$ cat src/rtl/md_unit.sv
`default_nettype none
// ============================================================================
// Module      : md_unit
// Description : Iterative RV32M multiply/divide unit with a fixed 33-cycle
//               latency (shift-add multiply, restoring divide).
// Revision    : 1.0 - initial release
// ============================================================================
module md_unit #(
    parameter int XLEN = 32
) (
    input  logic            i_clk,
    input  logic            i_rst,
    input  logic            i_start,
    input  logic [2:0]      i_funct3,
    input  logic [XLEN-1:0] i_operand_a,
    input  logic [XLEN-1:0] i_operand_b,
    output logic            o_busy,
    output logic            o_done,
    output logic [XLEN-1:0] o_result
);

    localparam int CW = $clog2(XLEN);

    localparam logic [2:0] c_mul    = 3'b000;
    localparam logic [2:0] c_mulh   = 3'b001;
    localparam logic [2:0] c_mulhsu = 3'b010;
    localparam logic [2:0] c_mulhu  = 3'b011;
    localparam logic [2:0] c_div    = 3'b100;
    localparam logic [2:0] c_divu   = 3'b101;
    localparam logic [2:0] c_rem    = 3'b110;
    localparam logic [2:0] c_remu   = 3'b111;

    typedef enum logic [1:0] {
        S_IDLE = 2'd0,
        S_CALC = 2'd1,
        S_FIN  = 2'd2
    } state_t;

    state_t            r_state;
    logic [2:0]        r_funct3;
    logic              r_sign_a;
    logic              r_sign_b;
    logic              r_div_zero;
    logic              r_overflow;
    logic [XLEN-1:0]   r_mag_a;
    logic [XLEN-1:0]   r_mag_b;
    logic [XLEN-1:0]   r_opa;
    logic [2*XLEN-1:0] r_acc;
    logic [CW-1:0]     r_cnt;

    // Operand decode at accept time
    logic            w_a_signed;
    logic            w_b_signed;
    logic            w_neg_a;
    logic            w_neg_b;
    logic [XLEN-1:0] w_mag_a;
    logic [XLEN-1:0] w_mag_b;

    assign w_a_signed = (i_funct3 != c_mulhu) && (i_funct3 != c_divu) && (i_funct3 != c_remu);
    assign w_b_signed = (i_funct3 == c_mul) || (i_funct3 == c_mulh) ||
                        (i_funct3 == c_div) || (i_funct3 == c_rem);
    assign w_neg_a    = w_a_signed & i_operand_a[XLEN-1];
    assign w_neg_b    = w_b_signed & i_operand_b[XLEN-1];
    // 0x80000000 negates to itself, which is the correct unsigned magnitude
    assign w_mag_a    = w_neg_a ? (-i_operand_a) : i_operand_a;
    assign w_mag_b    = w_neg_b ? (-i_operand_b) : i_operand_b;

    // Multiply step: accumulator holds {partial product high, remaining multiplier}
    logic [XLEN:0]     w_mul_sum;
    logic [2*XLEN-1:0] w_mul_next;

    assign w_mul_sum  = {1'b0, r_acc[2*XLEN-1:XLEN]} + (r_acc[0] ? {1'b0, r_mag_a} : '0);
    assign w_mul_next = {w_mul_sum, r_acc[XLEN-1:1]};

    // Divide step: accumulator holds {remainder, dividend bits / quotient bits}
    logic [XLEN:0]     w_div_shift;
    logic              w_div_ge;
    logic [XLEN-1:0]   w_div_rem;
    logic [2*XLEN-1:0] w_div_next;

    assign w_div_shift = r_acc[2*XLEN-1:XLEN-1];
    assign w_div_ge    = (w_div_shift >= {1'b0, r_mag_b});
    assign w_div_rem   = w_div_ge ? (w_div_shift[XLEN-1:0] - r_mag_b) : w_div_shift[XLEN-1:0];
    assign w_div_next  = {w_div_rem, r_acc[XLEN-2:0], w_div_ge};

    // Sign correction and result selection
    logic [2*XLEN-1:0] w_prod;
    logic [XLEN-1:0]   w_quo;
    logic [XLEN-1:0]   w_rem;
    logic [XLEN-1:0]   w_result;

    assign w_prod = (r_sign_a ^ r_sign_b) ? (-r_acc) : r_acc;
    assign w_quo  = (r_sign_a ^ r_sign_b) ? (-r_acc[XLEN-1:0]) : r_acc[XLEN-1:0];
    assign w_rem  = r_sign_a ? (-r_acc[2*XLEN-1:XLEN]) : r_acc[2*XLEN-1:XLEN];

    always_comb begin
        w_result = '0;
        case (r_funct3)
            c_mul:                     w_result = w_prod[XLEN-1:0];
            c_mulh, c_mulhsu, c_mulhu: w_result = w_prod[2*XLEN-1:XLEN];
            c_div, c_divu: begin
                if (r_div_zero)      w_result = '1;
                else if (r_overflow) w_result = {1'b1, {(XLEN-1){1'b0}}};
                else                 w_result = w_quo;
            end
            c_rem, c_remu: begin
                if (r_div_zero)      w_result = r_opa;
                else if (r_overflow) w_result = '0;
                else                 w_result = w_rem;
            end
            default:                   w_result = '0;
        endcase
    end

    always_ff @(posedge i_clk or posedge i_rst) begin
        if (i_rst) begin
            r_state    <= S_IDLE;
            r_funct3   <= '0;
            r_sign_a   <= 1'b0;
            r_sign_b   <= 1'b0;
            r_div_zero <= 1'b0;
            r_overflow <= 1'b0;
            r_mag_a    <= '0;
            r_mag_b    <= '0;
            r_opa      <= '0;
            r_acc      <= '0;
            r_cnt      <= '0;
            o_busy     <= 1'b0;
            o_done     <= 1'b0;
            o_result   <= '0;
        end else begin
            o_done <= 1'b0;
            case (r_state)
                S_IDLE: begin
                    if (i_start) begin
                        r_state    <= S_CALC;
                        r_funct3   <= i_funct3;
                        r_sign_a   <= w_neg_a;
                        r_sign_b   <= w_neg_b;
                        r_div_zero <= i_funct3[2] && (i_operand_b == '0);
                        r_overflow <= ((i_funct3 == c_div) || (i_funct3 == c_rem)) &&
                                      (i_operand_a == {1'b1, {(XLEN-1){1'b0}}}) &&
                                      (i_operand_b == '1);
                        r_mag_a    <= w_mag_a;
                        r_mag_b    <= w_mag_b;
                        r_opa      <= i_operand_a;
                        r_acc      <= i_funct3[2] ? {{XLEN{1'b0}}, w_mag_a}
                                                  : {{XLEN{1'b0}}, w_mag_b};
                        r_cnt      <= '0;
                        o_busy     <= 1'b1;
                    end
                end
                S_CALC: begin
                    r_acc <= r_funct3[2] ? w_div_next : w_mul_next;
                    r_cnt <= r_cnt + 1'b1;
                    if (r_cnt == CW'(XLEN-1)) begin
                        r_state <= S_FIN;
                    end
                end
                S_FIN: begin
                    r_state  <= S_IDLE;
                    o_result <= w_result;
                    o_done   <= 1'b1;
                    o_busy   <= 1'b0;
                end
                default: begin
                    r_state <= S_IDLE;
                    o_busy  <= 1'b0;
                end
            endcase
        end
    end

endmodule
`default_nettype wire

$ cat config.mk
export PLATFORM = sky130hd
export DESIGN_NAME = md_unit
export DESIGN_NICKNAME = d
export VERILOG_FILES = /design/src/rtl/md_unit.sv
export SDC_FILE = /design/constraint.sdc
export NUM_CORES = 1
export LEC_CHECK = 0
export ABC_CLOCK_PERIOD_IN_PS = 22000
export CAP_MARGIN = 15
export CORE_UTILIZATION = 38
export DETAILED_ROUTE_END_ITERATION = 8
export GPL_TIMING_DRIVEN = 0
export PLACE_DENSITY = 0.55
export SLEW_MARGIN = 20
export SYNTH_ARGS = -nofsm -noshare
export SYNTH_HDL_FRONTEND = slang
export SYNTH_SLANG_ARGS = --single-unit
$ cat constraint.sdc
create_clock -name i_clk -period 22 [get_ports i_clk]
set_input_delay 4.4 -clock i_clk [delete_from_list [all_inputs] [get_ports i_clk]]
set_output_delay 4.4 -clock i_clk [all_outputs]
set_load 0.02 [all_outputs]
* Word level (Yosys, flattened, before mapping)
Cells that the tools add are included. W data, S select, Z words.
Word-level totals: bits in registers 208, output and inout port bits 34, logic and storage cells 92
Operators by class: $add $sub $neg 8, $lt $le $gt $ge 1, eq/ne operators 20, mux-type cells 24, bitwise gates (word level) 4, reductions and logical operators 21
Operators by type and width (count):
- $mux W32 | 11
- $mux W64 | 3
- $neg A32 Y32 | 4
- $pmux W32 S4 | 1
- $pmux W64 S2 | 1
- $eq A32 B32 Y1 const B | 2
- $neg A64 Y64 | 1
- $add A32 B32 Y33 | 1
- $ge A33 B32 Y1 | 1
- $logic_not A32 Y1 | 1
- $sub A32 B32 Y32 | 1
- $eq A3 B3 Y1 const B | 6
- $pmux W5 S2 | 1
- $reduce_and A2 Y1 | 4
- $eq A3 B1 Y1 const B | 2
- $eq A3 B2 Y1 const B | 2
- $logic_not A3 Y1 | 2
- $ne A3 B3 Y1 const B | 2
- $add A5 B1 Y5 const B | 1
- $eq A5 B5 Y1 const B | 1
- $logic_and A1 B1 Y1 | 5
- $mux W5 | 1
- $logic_or A1 B1 Y1 | 4
- $mux W2 | 2
- other kinds (14) | 18

* Depth between registers and ports, before layout
Gate-level depths: netlist of the first run.
word-level depth 9, gate-level depth with buffers 15

* Least setup slack after synthesis of the first run
OpenSTA, ideal clock, no wires.
path type input to register, start point input i_operand_b[17], end point register r_acc[26], data arrival time 6.474 ns, slack 15.391 ns, cell stages on the path 8, path through or4_1 > or4_1 > nor4_1 > a21oi_1 > xnor2_1 > mux2i_1 > a21oi_1 > o21ai_0
On the way: cells in the longest elaborated chain, start to end 5
Ends and longest elaborated chain:
- start: declaration | line 16 | input logic [XLEN-1:0] i_operand_b,
- $neg A32 Y32 | line 66 | assign w_mag_b = w_neg_b ? (-i_operand_b) : i_operand_b;
- $mux W32 | line 66
- $mux W32 | line 147 | r_acc <= i_funct3[2] ? {{XLEN{1'b0}}, w_mag_a}
- $mux W64 | line 135 | if (i_start) begin
- $pmux W64 S2 | line 133 | case (r_state)
- end signal: assignment | line 147
- end signal: assignment | line 154 | r_acc <= r_funct3[2] ? w_div_next : w_mul_next;
- end: declaration | line 48 | logic [2*XLEN-1:0] r_acc;
No other way between the ends. The select of a mux whose other input is x is not followed. A chain may end at the register's enable or synchronous reset.

* Final worst setup path of the first run
start point input i_operand_a[13], end point register r_acc[30]
On the way: cells in the longest elaborated chain, start to end 5
Ends and longest elaborated chain:
- start: declaration | line 15 | input logic [XLEN-1:0] i_operand_a,
- $neg A32 Y32 | line 65 | assign w_mag_a = w_neg_a ? (-i_operand_a) : i_operand_a;
- $mux W32 | line 65
- $mux W32 | line 147
- $mux W64 | line 135
- $pmux W64 S2 | line 133
No other way between the ends. The select of a mux whose other input is x is not followed.

==> results of run 1 <==
power by group:
part	total, mW	switching, mW	internal, mW
clock network	0.465	0.194	0.271
registers	0.734	0.182	0.551
logic	2.63	1.69	0.935
registers in the layout, indices dropped and copies added, names as in the netlist, 2 cells and up:
name	cells
r_mag_b	32
r_acc	64
r_state	2
r_mag_a	32
r_cnt	5
r_opa	31
o_result	32
r_funct3	3
worst max-delay path, stage by stage:
cell             delay [ps]
clkdlybuf4s50_1         520
or4_1                   600
nor3_1                  380
nand3b_1                320
nor3_1                  840
a21oi_1                 190
xnor2_1                 330
mux2i_1                 130
a21oi_1                 170
o21ai_0                  80
cells by family (layout without fill, tap and decap cells):
kind of cell / Yosys count / after routing / synth area share (%)
AO/OA/AOI/OAI: 670 / 670 / 24.3
XOR/XNOR: 185 / 185 / 9.41
adder cells (fa/ha/maj): 73 / 73 / 5.39
buffers and inverters: 228 / 381 / 5.08
flip-flops: 207 / 207 / 30.1
multiplexers: 78 / 78 / 4.55
other: 0 / 1 / 0
AND/OR/NAND/NOR: 780 / 780 / 21.2
layout make-up:
type                       count  area, sq um
antenna                        1         2.50
buffer                       156          604
clock buffer                  34          732
clock inverter                15          173
fill                        4583        24500
inverter                      72          278
multi-input combinational   1786        11200
sequential                   207         5180
tap                          592          741
timing repair buffer         104         1080
final timing paths:
path / startpoint / end / slack (ps)
setup / recovery: i_operand_a[13] / r_acc[30] / 14450
hold / removal: r_mag_b[14] / r_mag_b[14] / 470
setup reg to reg: r_mag_b[16] / r_acc[0] / 17110
hold reg to reg: r_mag_b[14] / r_mag_b[14] / 470
max in group asynchronous: i_rst / r_mag_a[8] / 16980
min in group asynchronous: i_rst / o_done / 4220
cells in the final DEF (no fill, tap or decap), types with 13 or more instances in the layout:
cell and count:
a21o_1 18, xnor2_1 113, and2_1 41, dfrtp_1 207
o21ai_0 222, nand4_1 26, a21oi_1 178, ha_1 71
clkbuf_1 138, clkdlybuf4s50_1 102, o41ai_1 14, nor2b_1 13
nand2b_1 20, nor4_1 19, nor2_1 171, nand2_1 329
o31ai_1 33, clkbuf_16 27, a31oi_1 25, a22o_1 14
xor2_1 72, o221ai_1 18, mux2i_1 75, inv_1 71
a211oi_1 22, nand3_1 26, nor3_1 54, a22oi_1 17
per-stage QoR:
| stage | std cells | utilization [%] |
|---|---|---|
| after floorplan | 2221 | - |
| final | 2967 | 44.9 |
| after CTS | 2966 | 44.9 |
| after global placement | 2915 | 42.7 |
| after detailed placement | 2917 | 42.8 |
| after global routing | 2966 | 44.9 |
routing by layer:
layer	part of all wire, %	vias up	routed length, microns
li1	-	8224	-
met1	44	8906	36100
met2	42	952	34200
met3	9.9	120	8040
met4	3.3	2	2650
met5	0.11	-	89
==> flow_summary.yaml, run 1 <==
die:
  chipHeight_microns: 215
  die_x_microns: 215
  pin_count: 104
  core-area_sq_um: 44500
  start_util_pct: 38.7
  row_count: 77
  dieArea_sq_um: 46200
timing:
  max_freq_ghz: 0.132
  rsz0062_at_grt: "no"
  finalHoldWorstSlack_ps: 475
  slew_headroom_pct: 23.1
  finalWorstSetupSlack_ps: 14450
  skew_ps: 14.7
  finalSetupViolations: 0
  slew_violations: 0
  period_share_pct: 34.3
  finalHoldViolCount: 0
  tightest_slew_ps: 1150
  period_needed_ps: 7550
  tns_ps: 0
global_routing:
  grtUsageMet3_pct: 6.89
  grt_busiest_layer: "met2"
  use_met1_pct: 50.1
  met2_usage_pct: 51.1
  antenna_found_initial: 1
  grt_max_degree: 80
  grt_pass1_vias: 17100
  grt-ovfl-total: 0
  track_usage_pct: 34.6
  grt_first_pass_wirelength_microns: 117000
worst_hold_path:
  hold_class: "reg -> reg"
  hold_path_depth: 2
logic_synthesis:
  synthFlopType: "dfrtp_1"
  synth_fp_nets: 2364
  ys_ff_latch: 207
  async_flop_share_pct: 100
  synth-edff-count: 0
  syn_inst: 2221
  yosysMostFrequentCell: "nand2_1"
  yosys_warnings: 0
  ys_seq_area_share_pct: 30.1
  ys_top_cells_by_count: "329 x nand2_1, 223 x o21ai_0, 207 x dfrtp_1, 178 x a21oi_1, 172 x nor2_1"
  yosysUniqueCellTypes: 78
  synth_area_sq_um: 17200
  avgSynthCellArea_sq_um: 7.76
  yosysTopAreaCellShare_pct: 30.1
  synthTopCellsByArea: "dfrtp_1 30%, nand2_1 7.2%, o21ai_0 6.5%"
  synth_top_area_cell: "dfrtp_1"
detailed_routing:
  vias_per_cell: 6.14
  drt-wirelength-per-cell_microns: 27.3
  drc_errors: 0
  drt_iter0_drc: 2197
  antenna_left: 0
  vias: 18200
  dr.pass1.iters: 6
  routed_wl_microns: 81100
placement:
  pre_cts_slack_ps: 14010
  portBuffers: 102
  gp_congestion: 1.00
  dp_hpwl_microns: 65000
  dpl-instance-area_sq_um: 19100
finish:
  area_growth_pct: 16.0
  nets: 2497
  final_cell_area_sq_um: 20000
  drive_gt1_share_pct: 4.42
critical_path:
  crit_fanout: 5
  critPathRequiredTime_ps: 22420
  critPathKind: "in -> reg"
  critPathLaunchType: "primary input"
  reg2reg_depth: 12
  crit_path_end_kind: "flop"
  cp_data_arrival_time_ps: 7970
clocking:
  cts_setup_buffers: 0
  cts-resized-gates: 0
  htree_levels: 1
  worst_skew_pair.late_latency_ps: 590
  hold_buffers: 0
  cts.sinks: 207
  ctsLongestPathBuffers: 3
  cts_tree: "built"
  clkTransAtPathRegs_ps: 60
  cts_root_buf: "clkbuf_16"
  cts_inserted_buffers: 27
pwr:
  peakVddDrop_v: 0.0000749
  leakagePower_nw: 8.38
  finalPower_mw: 3.83
  power_density_nw_per_um2: 192
status:
  status: "finished, final reports clean"
flow_run:
  drv_cap: 0
Note: power is estimated with default switching activity, not from simulation.
==> inputs of run 2 (changes only) <==
--- a/config.mk
+++ b/config.mk
@@ -5,7 +5,7 @@
 export SDC_FILE = /design/constraint.sdc
 export NUM_CORES = 1
 export LEC_CHECK = 0
-export ABC_CLOCK_PERIOD_IN_PS = 22000
+export ABC_CLOCK_PERIOD_IN_PS = 7200
 export CAP_MARGIN = 15
 export CORE_UTILIZATION = 38
 export DETAILED_ROUTE_END_ITERATION = 8
==> constraint.sdc (replaced) <==
create_clock -name i_clk -period 7.2 [get_ports i_clk]
set_input_delay 1.44 -clock i_clk [delete_from_list [all_inputs] [get_ports i_clk]]
set_output_delay 1.44 -clock i_clk [all_outputs]
set_load 0.02 [all_outputs]
==> results of run 2 <==
The final DEF is identical to that of run 1. Status: finished, final reports clean.
Among the figures that moved: setup slack after placement 14010 ps -> 2170 ps; setup slack after layout 14450 ps -> 2310 ps; start point of the critical path i_operand_a[13] -> r_mag_b[16]; end point of the critical path r_acc[30] -> r_acc[0]; register-to-register setup slack 17110 ps -> 2310 ps; total power 3.83 mW -> 11.7 mW; worst IR drop on VDD 0.0000749 V -> 0.000229 V
==> inputs of run 3 (changes only) <==
--- a/config.mk
+++ b/config.mk
@@ -5,12 +5,12 @@
 export SDC_FILE = /design/constraint.sdc
 export NUM_CORES = 1
 export LEC_CHECK = 0
-export ABC_CLOCK_PERIOD_IN_PS = 7200
+export ABC_CLOCK_PERIOD_IN_PS = 3900
 export CAP_MARGIN = 15
 export CORE_UTILIZATION = 38
 export DETAILED_ROUTE_END_ITERATION = 8
 export GPL_TIMING_DRIVEN = 0
-export PLACE_DENSITY = 0.55
+export PLACE_DENSITY = 0.57
 export SLEW_MARGIN = 20
 export SYNTH_ARGS = -nofsm -noshare
 export SYNTH_HDL_FRONTEND = slang
==> constraint.sdc (replaced) <==
create_clock -name i_clk -period 3.9 [get_ports i_clk]
set_input_delay 0.78 -clock i_clk [delete_from_list [all_inputs] [get_ports i_clk]]
set_output_delay 0.78 -clock i_clk [all_outputs]
set_load 0.02 [all_outputs]
==> run 3 against run 2 <==
Against the previous run:
- count of clock-buffer cells in the layout increased by 4
- global-route usage decreased by 0.16 points
- final area increased by 0.57%
- sequential share of layout area decreased by 0.13 points
- largest cell class unchanged
==> flow_summary.yaml, run 3 (synthesis gave the netlist of run 1 again) <==
placement:
  portBuffers: 102
  pre_cts_slack_ps: -607
  gp_congestion: 0.999
  post-place-cells: 2922
  dpl-instance-area_sq_um: 19100
  dp_hpwl_microns: 65300
timing:
  skew_ps: 22.6
  period_share_pct: 98.7
  finalHoldViolCount: 0
  finalSetupViolations: 0
  max_freq_ghz: 0.260
  tightest_slew_ps: 1240
  finalWorstSetupSlack_ps: 50.7
  slew_headroom_pct: 17.5
  tns_ps: 0
  finalHoldWorstSlack_ps: 475
  period_needed_ps: 3850
  slew_violations: 0
pwr:
  leakagePower_nw: 8.44
  finalPower_mw: 21.5
  power_density_nw_per_um2: 1070
  peakVddDrop_v: 0.000413
clocking:
  cts.sinks: 207
  cts_tree: "built"
  cts_root_buf: "clkbuf_16"
  clkTransAtPathRegs_ps: 60
  ctsLongestPathBuffers: 3
  htree_levels: 1
  worst_skew_pair.late_latency_ps: 570
  cts_inserted_buffers: 27
critical_path:
  critPathKind: "reg -> reg"
  max_stage_delay_ps: 490
  cp_cell_sequence: "inv_1, ha_1, inv_1, fa_1, a21oi_1, o211ai_1, a21oi_1, o21ba_2, o21ai_0, a21oi_1, xor2_1, a2111oi_0, a211o_1"
  crit_buf_inv: 2
  crit_fanout: 6
  slowest_stage: "dfrtp_1"
  cp_data_arrival_time_ps: 4300
  crit_path_end_kind: "flop"
  crit_path_frequent_cell: "a21oi_1"
  critPathRequiredTime_ps: 4350
  critPathTopFamily: "compound AO/OA/AOI/OAI gates"
  critPathLaunchType: "flop"
die:
  core-area_sq_um: 44500
  pin_count: 104
  row_count: 77
  die_x_microns: 215
  chipHeight_microns: 215
  start_util_pct: 38.7
  dieArea_sq_um: 46200
finish:
  fin_util_pct: 45.1
  area_growth_pct: 16.6
  fin_cells: 2968
  nFillCells: 4578
  seqCellArea_sq_um: 5180
  largest_reg_flops: 64
  multi_input_area_sq_um: 11300
  drive_gt1_share_pct: 5.09
  num_antenna_cells: 0
  nets: 2503
  final_cell_mix: "328 x nand2_1, 222 x o21ai_0, 206 x dfrtp_1"
  final_cell_area_sq_um: 20100
  largest-register: "r_acc"
  final_common_cell: "nand2_1"
detailed_routing:
  drc_errors: 0
  drt-wirelength-per-cell_microns: 27.4
  vias: 18300
  drt_iter0_drc: 1817
  routed_wl_microns: 81200
  vias_per_cell: 6.18
  dr.pass1.iters: 5
  antenna_left: 0
global_routing:
  grt_pass1_vias: 17200
  grt_first_pass_wirelength_microns: 117000
  grt-ovfl-total: 0
  antenna_found_initial: 1
  track_usage_pct: 34.4
  grt_max_degree: 34
flow_run:
  drv_cap: 0
status:
  status: "finished, final reports clean"
worst_hold_path:
  hold_class: "reg -> reg"
[run 3: changes by cell type in the layout (fill, tap and decap cells not counted), moves of 2 or more]
| cell | delta |
|---|---|
| buf_4 | +4 |
| nor2_1 | -3 |
| buf_12 | +6 |
| a21oi_2 | +2 |
| a211oi_2 | +2 |
| bufinv_16 | -3 |
| nor2_2 | +2 |
| nor4_1 | -2 |
| buf_2 | -2 |
| clkinvlp_4 | -4 |
| a21oi_1 | -2 |
| a211oi_1 | -2 |
[run 3: tightest hold or removal path, delay by kind of cell (launching register included)]
family | cells | cell delay (ps)
AO/OA/AOI/OAI | 1 | 60
flip-flops | 1 | 330
AND/OR/NAND/NOR | 1 | 50
[run 3: worst paths after layout]
check                            startpoint      endpoint  slack (ps)  cells past startpoint
worst max register to register    r_acc[31]     r_acc[48]          50                     13
max in group asynchronous             i_rst    r_mag_a[8]        2180                      6
worst min-delay path            r_mag_a[28]   r_mag_a[28]         470                      2
min in group asynchronous             i_rst  o_result[30]         550                      2
worst min register to register  r_mag_a[28]   r_mag_a[28]         470                      2
worst max-delay path              r_acc[31]     r_acc[48]          50                     13
[run 3: what timing repair did]
action                     CTS  global route
hold buffers                 0             0
setup endpoints to repair   34            36
pin swaps                    0             3
buffers inserted             0             3
gates resized for setup      8            20
[run 3: area by class of cell]
class	instances	share of cell area, %
multi-input combinational	1786	56.2
sequential	207	25.8
timing repair buffer	112	5.93
clock buffer	38	3.77
tap	592	3.69
buffer	154	3.00
inverter	72	1.36
clock inverter	7	0.206
[run 3: routing by layer]
metal	global-route usage, %	vias to the layer above	share of wire [%]	wire (microns)
met2	49.8	936	41	33600
met5	0	-	0	0
met1	49.7	9003	45	36300
met3	6.92	168	9.4	7660
li1	-	8232	-	-
met4	13.6	0	4.5	3660
[run 3: power by group]
| group | internal [mW] | switching, mW |
|---|---|---|
| combinational | 5.36 | 9.61 |
| clock | 1.34 | 1.00 |
| sequential | 3.11 | 1.07 |
